File: src/rtl/decode38_scan_ctrl_if.sv
// Switch/button inputs and decoder-side outputs of the 3-to-8 scan controller.
interface decode38_scan_ctrl_if;
    logic [1:0] Mode_In;
    logic [2:0] Sw_In;
    logic       Run_In;
    logic       Step_In;
    logic [2:0] Sel_Out;
    logic       Dir_Out;
    logic       Tick_Out;
    logic       Wrap_Out;

    modport master (
        output Mode_In, Sw_In, Run_In, Step_In,
        input  Sel_Out, Dir_Out, Tick_Out, Wrap_Out
    );

    modport slave (
        input  Mode_In, Sw_In, Run_In, Step_In,
        output Sel_Out, Dir_Out, Tick_Out, Wrap_Out
    );
endinterface

File: src/rtl/decode38_scan_ctrl.sv
// Select-index sequencer for the 3-to-8 decoder LED lab: manual, up, down,
// ping-pong, paced by a prescaler or a debounced step button.
module decode38_scan_ctrl #(
    parameter int CNT_MAX = 12_499_999,
    parameter int CNT_W   = 24,
    parameter int DEB_CYC = 500_000,
    parameter int DEB_W   = 20
) (
    input  logic                  Clk_In,
    input  logic                  Rst_In,
    decode38_scan_ctrl_if.slave   bus_io
);
    localparam logic [CNT_W-1:0] CntTop = CNT_W'(CNT_MAX);
    localparam logic [DEB_W-1:0] DebTop = DEB_W'(DEB_CYC - 1);

    logic [1:0]       sync_q;
    logic             deb_q, deb_d;
    logic             deb_prev_q;
    logic [DEB_W-1:0] deb_cnt_q, deb_cnt_d;
    logic [CNT_W-1:0] cnt_q, cnt_d;
    logic [2:0]       sel_q, sel_d;
    logic             dir_q, dir_d;
    logic             tick_q, tick_d;
    logic             wrap_q, wrap_d;

    logic run_en, tick, step_evt, adv;

    // Level only flips after DEB_CYC straight cycles of disagreement.
    always_comb begin
        deb_d     = deb_q;
        deb_cnt_d = '0;
        if (sync_q[1] != deb_q) begin
            if (deb_cnt_q == DebTop) begin
                deb_d = sync_q[1];
            end else begin
                deb_cnt_d = deb_cnt_q + DEB_W'(1);
            end
        end
    end

    assign step_evt = deb_q & ~deb_prev_q;
    assign run_en   = bus_io.Run_In && (bus_io.Mode_In != 2'b00);
    assign tick     = run_en && (cnt_q == CntTop);
    assign cnt_d    = (!run_en || tick) ? '0 : cnt_q + CNT_W'(1);
    assign adv      = (bus_io.Mode_In != 2'b00) &&
                      (bus_io.Run_In ? tick : step_evt);

    always_comb begin
        sel_d  = sel_q;
        dir_d  = dir_q;
        tick_d = 1'b0;
        wrap_d = 1'b0;
        unique case (bus_io.Mode_In)
            2'b00: sel_d = bus_io.Sw_In;
            2'b01: begin
                dir_d = 1'b1;
                if (adv) begin
                    sel_d  = sel_q + 3'd1;
                    tick_d = 1'b1;
                    wrap_d = (sel_q == 3'd7);
                end
            end
            2'b10: begin
                dir_d = 1'b0;
                if (adv) begin
                    sel_d  = sel_q - 3'd1;
                    tick_d = 1'b1;
                    wrap_d = (sel_q == 3'd0);
                end
            end
            2'b11: begin
                if (adv) begin
                    tick_d = 1'b1;
                    if (dir_q) begin
                        if (sel_q == 3'd7) begin
                            sel_d  = 3'd6;
                            dir_d  = 1'b0;
                            wrap_d = 1'b1;
                        end else begin
                            sel_d = sel_q + 3'd1;
                        end
                    end else begin
                        if (sel_q == 3'd0) begin
                            sel_d  = 3'd1;
                            dir_d  = 1'b1;
                            wrap_d = 1'b1;
                        end else begin
                            sel_d = sel_q - 3'd1;
                        end
                    end
                end
            end
            default: ;
        endcase
    end

    always_ff @(posedge Clk_In or posedge Rst_In) begin
        if (Rst_In) begin
            sync_q     <= '0;
            deb_q      <= 1'b0;
            deb_prev_q <= 1'b0;
            deb_cnt_q  <= '0;
            cnt_q      <= '0;
            sel_q      <= '0;
            dir_q      <= 1'b1;
            tick_q     <= 1'b0;
            wrap_q     <= 1'b0;
        end else begin
            sync_q     <= {sync_q[0], bus_io.Step_In};
            deb_q      <= deb_d;
            deb_prev_q <= deb_q;
            deb_cnt_q  <= deb_cnt_d;
            cnt_q      <= cnt_d;
            sel_q      <= sel_d;
            dir_q      <= dir_d;
            tick_q     <= tick_d;
            wrap_q     <= wrap_d;
        end
    end

    assign bus_io.Sel_Out  = sel_q;
    assign bus_io.Dir_Out  = dir_q;
    assign bus_io.Tick_Out = tick_q;
    assign bus_io.Wrap_Out = wrap_q;
endmodule

File: src/flat_wrapper.sv
// flat-port wrapper written by rule: the top's interface ports become plain ports
module decode38_scan_ctrl_flat 
#(
    parameter int CNT_MAX = 12_499_999,
    parameter int CNT_W   = 24,
    parameter int DEB_CYC = 500_000,
    parameter int DEB_W   = 20
)
  (Clk_In, Rst_In, bus_io_Mode_In, bus_io_Sw_In, bus_io_Run_In, bus_io_Step_In, bus_io_Sel_Out, bus_io_Dir_Out, bus_io_Tick_Out, bus_io_Wrap_Out);
  decode38_scan_ctrl_if bus_io_i ();
  input  logic Clk_In;
  input  logic Rst_In;
  input wire logic [$bits(bus_io_i.Mode_In)-1:0] bus_io_Mode_In;
  input wire logic [$bits(bus_io_i.Sw_In)-1:0] bus_io_Sw_In;
  input wire logic [$bits(bus_io_i.Run_In)-1:0] bus_io_Run_In;
  input wire logic [$bits(bus_io_i.Step_In)-1:0] bus_io_Step_In;
  output wire logic [$bits(bus_io_i.Sel_Out)-1:0] bus_io_Sel_Out;
  output wire logic [$bits(bus_io_i.Dir_Out)-1:0] bus_io_Dir_Out;
  output wire logic [$bits(bus_io_i.Tick_Out)-1:0] bus_io_Tick_Out;
  output wire logic [$bits(bus_io_i.Wrap_Out)-1:0] bus_io_Wrap_Out;
  assign bus_io_i.Mode_In = bus_io_Mode_In;
  assign bus_io_i.Sw_In = bus_io_Sw_In;
  assign bus_io_i.Run_In = bus_io_Run_In;
  assign bus_io_i.Step_In = bus_io_Step_In;
  assign bus_io_Sel_Out = bus_io_i.Sel_Out;
  assign bus_io_Dir_Out = bus_io_i.Dir_Out;
  assign bus_io_Tick_Out = bus_io_i.Tick_Out;
  assign bus_io_Wrap_Out = bus_io_i.Wrap_Out;
  decode38_scan_ctrl #(.CNT_MAX(CNT_MAX), .CNT_W(CNT_W), .DEB_CYC(DEB_CYC), .DEB_W(DEB_W)) u_core (.Clk_In(Clk_In), .Rst_In(Rst_In), .bus_io(bus_io_i));
endmodule
File: config.mk
export PLATFORM = sky130hd
export DESIGN_NAME = decode38_scan_ctrl_flat
export DESIGN_NICKNAME = d
export VERILOG_FILES = /design/src/rtl/decode38_scan_ctrl_if.sv /design/src/rtl/decode38_scan_ctrl.sv /design/src/flat_wrapper.sv
export SDC_FILE = /design/constraint.sdc
export NUM_CORES = 1
export LEC_CHECK = 0
export CAP_MARGIN = 15
export CORE_UTILIZATION = 55
export CTS_CLUSTER_DIAMETER = 200
export DETAILED_ROUTE_END_ITERATION = 12
export PLACE_DENSITY = 0.74
export SYNTH_ARGS = -nofsm -noshare
export SYNTH_HDL_FRONTEND = slang
export SYNTH_SLANG_ARGS = --single-unit
File: constraint.sdc
create_clock -name Clk_In -period 2.8 [get_ports Clk_In]
set_clock_uncertainty 0.15 [all_clocks]
set_input_delay 0.7 -clock Clk_In [delete_from_list [all_inputs] [get_ports Clk_In]]
set_output_delay 0.7 -clock Clk_In [all_outputs]
set_load 0.05 [all_outputs]
==> results.py, run 1 <==
metrics = {
    "run_status": {
        "status": "finished clean",
    },
    "place": {
        "globalplace.congestion": 0.877,
        "dpl_worst_slack_ns": 0.445,
        "dp_hpwl_mm": 3.48,
        "port_buffers": 14,
        "dp.cells": 367,
    },
    "clock_tree": {
        "clock_latency_ns": 0.31,
        "cts_tree": "built",
        "cts-root-buf": "clkbuf_8",
        "ctsHoldBuffers": 0,
        "post_cts_buffers": 0,
        "cts_buffers": 5,
        "cts_sinks": 54,
        "cts_resized": 0,
        "htree_levels": 2,
        "clk_pin_slew_ns": 0.09,
        "cts_buffer_depth": 2,
    },
    "routing": {
        "wl_met2_mm": 2.27,
        "wirelength_mm": 5.10,
        "wl_met3_microns": 195,
        "viasPerCell": 5.41,
        "m1WireLength_mm": 2.54,
        "drtIter0Drc": 90,
        "drc": 0,
        "wl_per_cell_microns": 13.6,
        "top_layer": "met4",
        "drtAntennaViolNets": 0,
        "via_count": 2030,
        "dr.pass1.iters": 4,
    },
    "setup_path": {
        "cp_max_fo": 7,
        "cpLargestDelayFamily": "buffers and inverters",
        "r2r_cells": 5,
        "critical_path_required_ns": 1.95,
        "crit_path_top_delay_cell": "clkdlybuf4s50_1",
        "crit_buf_inv": 1,
        "path_depth": 1,
        "critical_path_arrival_ns": 1.74,
        "path_cells": "clkdlybuf4s50_1",
        "cp-start-kind": "register",
        "crit_path_end_kind": "primary output",
        "cpPeakStageDelay_ns": 0.82,
        "critPathKind": "register to primary output",
    },
    "die": {
        "initial_core_util_pct": 58.2,
        "core_sq_um": 4790,
        "die_h_microns": 73.1,
        "die_x_microns": 73.1,
        "rows": 25,
        "num_io_pins": 15,
        "die-area_sq_um": 5350,
    },
    "power_and_ir_drop": {
        "clkPwrFrac_pct": 32.8,
        "p_sw_share_pct": 27.0,
        "power.leakage_nw": 1.33,
        "p_int_mw": 1.16,
        "combinationalPowerShare_pct": 15.4,
        "p_per_area_nw_per_um2": 507,
        "power_frac_seq_pct": 51.8,
        "ir_drop_mv": 0.349,
        "switchingPower_mw": 0.430,
    },
    "logic_synthesis": {
        "synth_top_area_share_pct": 47.6,
        "avgSynthCellArea_sq_um": 9.80,
        "yosysTopAreaCell": "dfrtp_1",
        "synth_top_family_by_area": "simple AND/OR/NAND/NOR gates",
        "synth_ff_type": "dfrtp_1",
        "netlist_area_sq_um": 2780,
        "synthTopCellsByArea": "dfrtp_1 (48%), nor2_1 (7.4%), xor2_1 (6.9%)",
        "async_flop_share_pct": 100,
        "syn_nets": 300,
        "synth.distinct_cells": 47,
        "synth_compound_area_share_pct": 4.90,
        "ys_seq_area_share_pct": 48.6,
        "synth_adder_area_share_pct": 3.15,
        "synth_simple_gate_area_share_pct": 26.1,
        "syn_inst": 284,
        "synth_seq_cells": 54,
        "yosysWarnings": 0,
        "synth_xor_xnor_area_share_pct": 12.6,
        "synth_edf_count": 0,
        "synth_mux_area_share_pct": 1.48,
    },
    "global_route": {
        "grt.total_usage_pct": 20.9,
        "grt_pass1_wl_mm": 8.47,
        "grt_remaining_overflow": 0,
        "grt_pass1_vias": 1907,
        "antenna_found_initial": 0,
        "grt_max_degree": 55,
    },
    "timing": {
        "whs_ns": 0.225,
        "fin_crit_sh_pct": 92.6,
        "fmax_ghz": 0.386,
        "setup_viol": 0,
        "finalSetupTns_ns": 0,
        "final_hold_viol_count": 0,
        "worst_slew_pin_slew_ns": 0.744,
        "slew_headroom_pct": 49.9,
        "period_minus_slack_ns": 2.59,
        "drv_slew": 0,
        "final.setup.worst_slack_ns": 0.208,
        "rsz0062_at_grt": "false",
    },
    "final_layout": {
        "drive_above_1_share_pct": 8.44,
        "n_fill_cell": 393,
        "layout_common_cells": "nor2_1 (55), dfrtp_1 (53), xor2_1 (22)",
        "fin_cells": 375,
        "seqCellArea_sq_um": 1350,
        "multi_input_area_sq_um": 1340,
        "syn_to_final_growth_pct": 12.9,
        "antenna-diode-count": 0,
        "final_util_pct": 65.7,
        "layout_commonest_cell": "nor2_1",
        "finalNetCount": 323,
    },
    "job": {
        "cap_violations": 0,
    },
    "min_path": {
        "min_path_type": "register to register",
        "hold_path_depth": 0,
    },
}
-- power groups by stage --
stage	clock network [mW]	registers (mW)	logic [mW]
floorplan	0	0.883	0.127
global placement	0	0.840	0.244
detailed placement	0	0.840	0.246
CTS	0.536	0.825	0.246
global route	0.567	0.829	0.273
finish	0.522	0.825	0.245
-- metrics by stage --
stage                     power [mW]  cell area, sq um
after floorplan                 1.01              2780
after global placement          1.08              3030
after detailed placement        1.09              3030
after CTS                       1.61              3140
after global routing            1.67              3140
final                           1.59              3140
-- state kept, by name, indices dropped and copies added (netlist names) --
name,flops
u_core.bus_io.Tick_Out,1
u_core.deb_prev_q,1
u_core.bus_io.Wrap_Out,1
u_core.bus_io.Dir_Out,1
u_core.deb_q,1
u_core.sync_q,2
u_core.deb_cnt_q,20
u_core.bus_io.Sel_Out,3
u_core.cnt_q,24
-- area by class of cell --
type | instances | area share, %
Multi-Input combinational cell | 213 | 42.7
Clock buffer | 6 | 2.31
Tap cell | 67 | 2.67
Timing Repair Buffer | 22 | 6.77
Clock inverter | 2 | 1.19
Sequential cell | 54 | 43.0
Inverter | 11 | 1.31
-- per-layer routing --
layer | global-route usage [%] | up-vias
li1 | - | 1016
met1 | 30.0 | 960
met2 | 31.2 | 45
met3 | 4.01 | 9
met4 | 8.06 | 0
met5 | 0 | -
-- cell families after synthesis --
logic type      count (synthesis)
compound gates                 20
mux                             4
flops                          54
fa+ha+maj                       7
xor+xnor                       40
simple gates                  142
buf+inv                        17
-- cell usage after synthesis (4+ instances only) --
cell type	count
nor2_1	55
dfrtp_1	53
xor2_1	22
nand3_1	21
nand2_1	18
xnor2_1	18
inv_1	11
nand4_1	11
ha_1	7
and3_1	6
nor3_1	6
a21oi_1	5
nor4_1	4
-- final timing paths --
kind / start / to / slack (ns)
min: u_core.sync_q[0] / u_core.sync_q[1] / 0.22
max reg2reg: u_core.cnt_q[8] / u_core.bus_io.Sel_Out[0] / 0.51
max: u_core.bus_io.Dir_Out / bus_io_Dir_Out / 0.21
max in group asynchronous: Rst_In / u_core.bus_io.Dir_Out / 1.63
min reg2reg: u_core.sync_q[0] / u_core.sync_q[1] / 0.22
min in group asynchronous: Rst_In / u_core.deb_cnt_q[11] / 0.59
Power figures use the tool's default switching activity.
==> run 2, diff against run 1 <==
ABC_AREA = 1   (was unset)
REMOVE_ABC_BUFFERS = 1   (was unset)
==> results.py, run 2 <==
metrics = {
    "run_status": {
        "status": "finished clean",
    },
    "die": {
        "num_io_pins": 15,
        "rows": 27,
        "initial_core_util_pct": 56.7,
        "die-area_sq_um": 5990,
        "core_sq_um": 5510,
        "die_h_microns": 77.4,
        "die_x_microns": 77.4,
    },
    "setup_path": {
        "critical_path_required_ns": 1.95,
        "r2r_start": "u_core.cnt_q[0]",
        "reg2reg_to": "u_core.cnt_q[20]",
        "cp_max_fo": 7,
        "ff2ff_setup_slack_ns": 0.85,
        "r2r_cells": 8,
        "crit_buf_inv": 1,
        "critPathKind": "register to primary output",
        "cpPeakStageDelay_ns": 0.82,
        "cp-start-kind": "register",
        "cpLargestDelayFamily": "buffers and inverters",
        "critical_path_arrival_ns": 1.72,
        "crit_path_end_kind": "primary output",
        "crit_path_top_delay_cell": "clkdlybuf4s50_1",
        "path_cells": "clkdlybuf4s50_1",
    },
    "final_layout": {
        "multi_input_area_sq_um": 1560,
        "fin_cells": 495,
        "layout_commonest_cell": "nor2_1",
        "n_fill_cell": 498,
        "stdcell_area_sq_um": 3460,
        "seqCellArea_sq_um": 1350,
        "drive_above_1_share_pct": 8.27,
        "antenna-diode-count": 0,
        "largest_reg_flops": 24,
        "regMostFlops": "u_core.cnt_q",
        "layout_common_cells": "nor2_1 (83), nand2_1 (77), dfrtp_1 (53)",
        "finalNetCount": 439,
        "syn_to_final_growth_pct": 10.7,
    },
    "clock_tree": {
        "cts_buffers": 5,
        "cts_buffer_depth": 2,
        "ctsHoldBuffers": 0,
        "clk_pin_slew_ns": 0.09,
        "clock_latency_ns": 0.31,
        "htree_levels": 2,
        "cts_tree": "built",
        "cts_resized": 0,
        "cts-root-buf": "clkbuf_8",
        "cts_sinks": 54,
        "post_cts_buffers": 0,
    },
    "timing": {
        "setup_viol": 0,
        "final_hold_viol_count": 0,
        "fmax_ghz": 0.390,
        "worst_slew_pin_slew_ns": 0.494,
        "whs_ns": 0.230,
        "drv_slew": 0,
        "finalSetupTns_ns": 0,
        "period_minus_slack_ns": 2.57,
        "fin_crit_sh_pct": 91.7,
        "slew_headroom_pct": 66.9,
        "rsz0062_at_grt": "false",
    },
    "routing": {
        "drc": 0,
        "wl_per_cell_microns": 13.1,
        "via_count": 2625,
        "dr.pass1.iters": 4,
        "viasPerCell": 5.30,
        "drtIter0Drc": 150,
        "drtAntennaViolNets": 0,
        "wirelength_mm": 6.46,
    },
    "power_and_ir_drop": {
        "ir_drop_mv": 0.285,
        "p_per_area_nw_per_um2": 463,
        "power.leakage_nw": 1.46,
    },
    "logic_synthesis": {
        "avgSynthCellArea_sq_um": 7.73,
        "netlist_area_sq_um": 3120,
        "synth_seq_cells": 54,
        "synthTopCellsByArea": "dfrtp_1 (42%), nor2_1 (10%), nand2_1 (9.3%)",
        "ys_seq_area_share_pct": 43.3,
        "yosysWarnings": 0,
        "ys_top_cells_by_count": "nor2_1 (83), nand2_1 (77), dfrtp_1 (53)",
        "synth_ff_type": "dfrtp_1",
        "synth_top_area_share_pct": 42.5,
        "yosysMostFrequentCell": "nor2_1",
        "syn_inst": 404,
        "yosysTopAreaCell": "dfrtp_1",
        "synth_edf_count": 0,
        "async_flop_share_pct": 100,
        "synth.distinct_cells": 31,
    },
    "min_path": {
        "hold_path_depth": 0,
        "min_from": "u_core.sync_q[0]",
        "min_to": "u_core.sync_q[1]",
        "min_path_type": "register to register",
    },
    "place": {
        "dp_hpwl_mm": 4.79,
        "dp.cells": 488,
        "globalplace.congestion": 0.977,
        "port_buffers": 14,
        "place_area_sq_um": 3350,
    },
    "global_route": {
        "grt.total_usage_pct": 23.5,
        "grt_max_degree": 38,
        "grt_remaining_overflow": 0,
        "antenna_found_initial": 0,
        "grt_pass1_wl_mm": 11.2,
        "grt_pass1_vias": 2560,
    },
    "job": {
        "cap_violations": 0,
    },
}
run 2: cell types whose count changed after synthesis, moves of 6 or more:
cell	before	now
nand2_1	18	77
inv_1	11	44
nor2_1	55	83
nor3_1	6	20
nand2_2	0	10
xnor2_1	18	10
nor2_4	0	6
xor2_1	22	16
run 2: layout make-up:
class / count / area share (%)
multi-input combinational: 298 / 45.1
sequential: 54 / 39.1
inverter: 49 / 5.32
timing repair buffer: 15 / 4.63
tap: 72 / 2.60
clock buffer: 6 / 2.39
clock inverter: 1 / 0.868
run 2: through the flow:
stage | setup WS (ns) | power, mW | utilization (%)
after floorplan | 0.637 | 1.01 | -
after CTS | 0.227 | 1.62 | 62.8
after global placement | 0.348 | 1.08 | 60.8
after global routing | 0.200 | 1.68 | 62.8
after detailed placement | 0.274 | 1.09 | 60.8
final | 0.233 | 1.60 | 62.8
run 2: where the power goes:
group,total (mW),switching (mW),internal [mW]
sequential,0.829,0.0271,0.802
clock,0.531,0.245,0.286
combinational,0.240,0.155,0.0854
total,1.60,0.427,1.17
run 2: worst max-delay path by stage:
stage	from	to	slack (ns)	cells after the start
finish	u_core.bus_io.Dir_Out	bus_io_Dir_Out	0.23	1
global route	u_core.bus_io.Dir_Out	bus_io_Dir_Out	0.20	1
CTS	u_core.bus_io.Dir_Out	bus_io_Dir_Out	0.23	1
detailed placement	bus_io_Mode_In[0]	u_core.cnt_q[20]	0.27	5
global placement	bus_io_Mode_In[0]	u_core.cnt_q[16]	0.35	5
floorplan	Rst_In	u_core.bus_io.Sel_Out[0]	0.64	1
run 2: layer usage:
layer,GRT usage [%],vias up,part of all wire [%]
met5,0,-,0
met4,8.11,0,1.7
met3,5.18,13,5.6
met2,37.4,76,44
met1,31.7,1205,48
li1,-,1331,-
run 2: kinds of logic after synthesis:
family | after synthesis | share of synthesized area (%)
AO/OA/AOI/OAI | 17 | 3.20
XOR/XNOR | 26 | 7.29
adder cells (fa/ha/maj) | 7 | 2.80
buffers and inverters | 52 | 6.77
flip-flops | 54 | 43.3
AND/OR/NAND/NOR | 248 | 36.6
